**config.mk**
```make
export PLATFORM = sky130hd
export DESIGN_NAME = decode_scoreboard
export DESIGN_NICKNAME = d
export VERILOG_FILES = /design/src/rtl/decode_scoreboard.sv
export SDC_FILE = /design/constraint.sdc
export NUM_CORES = 1
export LEC_CHECK = 0
export ABC_CLOCK_PERIOD_IN_PS = 5300
export CAP_MARGIN = 40
export CORE_MARGIN = 10
export CORE_UTILIZATION = 30
export DETAILED_ROUTE_END_ITERATION = 12
export GPL_TIMING_DRIVEN = 0
export PLACE_DENSITY = 0.6
export RECOVER_POWER = 25
export SYNTH_ARGS = -nofsm -noshare
export SYNTH_HDL_FRONTEND = slang
export SYNTH_SLANG_ARGS = --single-unit
```
**constraint.sdc**
```tcl
create_clock -name clk -period 5.3 [get_ports clk]
set_clock_uncertainty 0.05 [all_clocks]
set_input_delay 1.06 -clock clk [delete_from_list [all_inputs] [get_ports clk]]
set_output_delay 1.06 -clock clk [all_outputs]
set_load 0.02 [all_outputs]
```
**src/rtl/decode_scoreboard.sv**
```systemverilog
// Register-hazard scoreboard for decode issue; stall/issue_accept are combinational, state updates on next edge.
// Backpressure: stalls decode on RAW, saturated WAW counter, flush, and for DRAIN_CYCLES after a flush.
module decode_scoreboard #(
    parameter int NUM_REGS     = 8,
    parameter int ADDR_W       = 3,
    parameter int CNT_W        = 2,
    parameter int DRAIN_CYCLES = 3
) (
    input  logic                clk,
    input  logic                rst,
    input  logic                issue_valid,
    input  logic                issue_uses_rs,
    input  logic                issue_uses_rd,
    input  logic [ADDR_W-1:0]   issue_rs,
    input  logic [ADDR_W-1:0]   issue_rd,
    input  logic                issue_writes,
    input  logic [ADDR_W-1:0]   issue_dst,
    input  logic                wb_valid,
    input  logic [ADDR_W-1:0]   wb_addr,
    input  logic                flush,
    output logic                stall,
    output logic                issue_accept,
    output logic [NUM_REGS-1:0] busy_mask,
    output logic                underflow_err
);
    localparam int DW = (DRAIN_CYCLES < 1) ? 1 : $clog2(DRAIN_CYCLES + 1);
    localparam logic [CNT_W-1:0] CNT_MAX = {CNT_W{1'b1}};

    typedef enum logic {RUN, DRAIN} mode_t;

    mode_t              mode;
    logic [DW-1:0]      drain_cnt;
    logic [CNT_W-1:0]   cnt [NUM_REGS];
    logic               raw;
    logic               waw_full;
    logic [NUM_REGS-1:0] inc_vec;
    logic [NUM_REGS-1:0] dec_vec;
    logic               wb_underflow;

    always_comb begin
        raw      = (issue_uses_rs && cnt[issue_rs] != '0) ||
                   (issue_uses_rd && cnt[issue_rd] != '0);
        waw_full = issue_writes && cnt[issue_dst] == CNT_MAX;
        stall    = (mode == DRAIN) || flush || (issue_valid && (raw || waw_full));
        issue_accept = issue_valid && !stall;
        wb_underflow = wb_valid && cnt[wb_addr] == '0;
    end

    always_comb begin
        inc_vec   = '0;
        dec_vec   = '0;
        busy_mask = '0;
        for (int r = 0; r < NUM_REGS; r++) begin
            inc_vec[r]   = issue_accept && issue_writes && issue_dst == ADDR_W'(r);
            dec_vec[r]   = wb_valid && wb_addr == ADDR_W'(r) && cnt[r] != '0;
            busy_mask[r] = cnt[r] != '0;
        end
    end

    always_ff @(posedge clk or negedge rst) begin
        if (!rst) begin
            mode          <= RUN;
            drain_cnt     <= '0;
            underflow_err <= 1'b0;
            for (int r = 0; r < NUM_REGS; r++) cnt[r] <= '0;
        end else if (flush) begin
            mode      <= DRAIN;
            drain_cnt <= DW'(DRAIN_CYCLES);
            for (int r = 0; r < NUM_REGS; r++) cnt[r] <= '0;
        end else if (mode == RUN) begin
            if (wb_underflow) underflow_err <= 1'b1;
            // An increment and decrement on the same entry cancel out.
            for (int r = 0; r < NUM_REGS; r++) begin
                if (inc_vec[r] && !dec_vec[r])
                    cnt[r] <= cnt[r] + 1'b1;
                else if (dec_vec[r] && !inc_vec[r])
                    cnt[r] <= cnt[r] - 1'b1;
            end
        end else begin
            // Write-backs of squashed instructions are ignored while draining.
            drain_cnt <= drain_cnt - 1'b1;
            if (drain_cnt <= DW'(1)) begin
                mode      <= RUN;
                drain_cnt <= '0;
            end
        end
    end
endmodule

```
==> out/qor.csv <==
metric,value,unit
crit path launch type,input port,
clk slew on worst S/H paths,0.08,ns
CTS Sinks,20,
leakage power,0.916,nW
TritonCTS Buffers,3,
CP dominant cell by count,clkdlybuf4s50_1,
CTS tree,yes,
GRT Resource Usage Total,10.8,%
Post-synth ARST share,100,%
initial antenna violation count,0,
First-pass DRT Iterations,4,
Worst R2R End,cnt[4]$_DFFE_PN0P_,
warnings from Yosys,0,
Crit. End Element,output port,
dpl cells,317,
Final setup viols,0,
DRC viols,0,
Critical Path Slowest Stage Cell,clkdlybuf4s50_1,
initial core utilization,30.6,%
relative slew slack,32.1,%
cell taking the most area after synthesis,dfrtp_1,
Logic pwr share,22.8,%
sequential share of the synthesized area,27.9,%
Netlist Area Pre-Place,1790,um^2
Worst Hold Endpoint,mode$_DFF_PN0_,
Final ANT Viol Nets,0,
arrival time worst endpoint,3.54,ns
Post-CTS Resized,0,
Crit Path Class,input port to output port,
fill count,593,
Pwr Density,167,nW/um^2
Iter 0 DRT Violations,141,
Top Family by Delay on Critical Path,buffers and inverters,
Final #Nets,267,
hold path cells,2,
NetSw,0.111,mW
Area contributors post-synth,"dfrtp_1, nor2_1, nand2_1",
Flop pwr share,43.6,%
Mapped Nets,234,
Critical Path Max Stage Delay,0.60,ns
Crit Path Max Fanout,10,
design area,2220,um^2
Netlist cell types,60,
GPL Wtd Cong,0.896,
vias in the first global route,1627,
HP Class,flop to flop,
Clock Latency Late Sink,0.27,ns
row cnt,28,
"Top FF cell, synth",dfrtp_1,
setup TNS,0,ns
Synth Register Bits,20,
Max VDD drop,80.6,uV
max-cap violations,0,
Layout Cells excl Fill,321,
postcts setup bufs,0,
CTS hold repair buffers,0,
total power draw,0.371,mW
H-tree depth,1,
global-route wire length before repair,8.62,mm
most frequent cell after synthesis,nor2_1,
Syn Area/Cell,8.38,um^2
largest net degree at the start of global routing,18,
R2R depth,6,
Post-DP HPWL,4.10,mm
Worst R2R Setup Slack,2.77,ns
worst slew pin tran,1.02,ns
die height,97.3,um
Pint,0.260,mW
CORE AREA,5850,um^2
Slew Limit Fails,0,
top cell type's share of synthesized area,27.9,%
top post-synthesis cells by count,"nor2_1, dfrtp_1, nand2_1",
Worst Path Required,4.19,ns
final cycle utilization of the critical path,87.8,%
area grow syn2layout,23.6,%
Switching Fraction,30.0,%
Die ar.,9470,um^2
Top Ports,31,
Reg-to-Reg Start,cnt[4]$_DFFE_PN0P_,
clk root buf,clkbuf_8,
outcome,finished clean,
CP Buf/Inv Count,3,
Ant. Diodes,0,
cell count after synthesis,214,
routed len/inst,16.4,um
final hold viol count,0,
Via Count,1706,
dpl cell area,2170,um^2
final hold slack,0.449,ns
number of synthesized flops with an enable pin,0,
Max Fclk,0.215,GHz
die width,97.3,um
Clk pwr share,33.6,%
crit-path cells,clkdlybuf4s50_1 > buf_2 > a311o_1 > a21oi_2 > and3b_1 > nor3_1 > and3_1 > clkdlybuf4s50_1,
RSZ-0062 raised after global routing,false,
clock buffer depth,2,
via-per-instance ratio,5.31,
minimum clock period,4.65,ns
Port Buf Inserts,27,
Hold Crit Start,drain_cnt[1]$_DFFE_PN0N_,
grt total ovfl,0,
layout cells sized above 1,11.4,%
Total Wirelength,5.25,mm
cells in the final DEF (no fill, tap or decap), types with 3 or more instances in the layout:
cell type,Yosys,layout
nand2b_1,5,5
or3_1,4,4
and3_1,6,6
clkbuf_8,0,4
nor4b_1,3,3
nor2b_1,6,6
inv_1,19,19
nor2_1,25,25
clkbuf_1,3,4
nor4_1,6,6
a311oi_1,3,3
mux2_1,3,3
clkdlybuf4s50_1,0,26
nand4_1,3,3
o21ai_0,6,6
o21bai_1,3,3
buf_6,3,3
nor3_1,9,9
a21oi_1,9,9
mux2i_1,5,5
dfrtp_1,20,20
nand2_1,20,20
routing by layer:
metal | up-vias | wire (um) | GRT usage, %
met1 | 805 | 2630 | 14.8
met4 | 0 | 66 | 2.80
met3 | 6 | 177 | 1.85
met2 | 31 | 2380 | 16.9
li1 | 864 | - | -
met5 | - | 0 | 0
registers in the layout, indices dropped and copies added (netlist names):
register	cells
underflow_err	1
cnt	16
drain_cnt	2
mode	1
worst register-to-register path: cells and delay by family (launching register included):
family	cells	cell delay [ns]
AOI/OAI and AO/OA	2	0.62
muxes	2	0.55
DFF	1	0.46
and+or+nand+nor	2	0.74
worst max path at each step:
stage	start	endpoint	slack [ns]	cells after the start
after floorplan	issue_dst[1]	stall	1.81	5
after global placement	issue_dst[1]	issue_accept	0.65	8
after detailed placement	issue_dst[1]	issue_accept	0.65	8
after CTS	issue_dst[1]	issue_accept	0.65	8
after global routing	issue_dst[1]	issue_accept	0.54	8
final	issue_dst[1]	issue_accept	0.65	8
power by group through the flow:
stage,clock network [mW],logic [mW],registers [mW]
final,0.125,0.0847,0.162
after global routing,0.131,0.0923,0.163
after CTS,0.125,0.0860,0.161
after detailed placement,0,0.0857,0.164
after global placement,0,0.0845,0.164
after floorplan,0,0.0425,0.167
cell type report:
class                      instances  area [um^2]  share of cell area, %
buffer                             8         53.8                   2.43
clock buffer                       4         55.1                   2.48
inverter                          19         71.3                   3.22
multi-input combinational        167         1170                   52.7
sequential                        20          500                   22.6
tap                               75         93.8                   4.23
timing repair buffer              28          274                   12.4
logic make-up (layout without fill, tap and decap cells):
group / Yosys count / in the layout / synth area share [%]
buffers and inverters: 27 / 59 / 6.98
DFF: 20 / 20 / 27.9
and+or+nand+nor: 107 / 107 / 35.0
AOI/OAI and AO/OA: 48 / 48 / 21.4
muxes: 12 / 12 / 8.65
stage by stage:
stage,setup slack [ns],utilization (%)
final,0.648,37.9
after floorplan,1.81,-
after global placement,0.654,36.9
after detailed placement,0.652,37.1
after CTS,0.650,38.1
after global routing,0.541,37.9
Note: power is estimated with default switching activity, not from simulation.
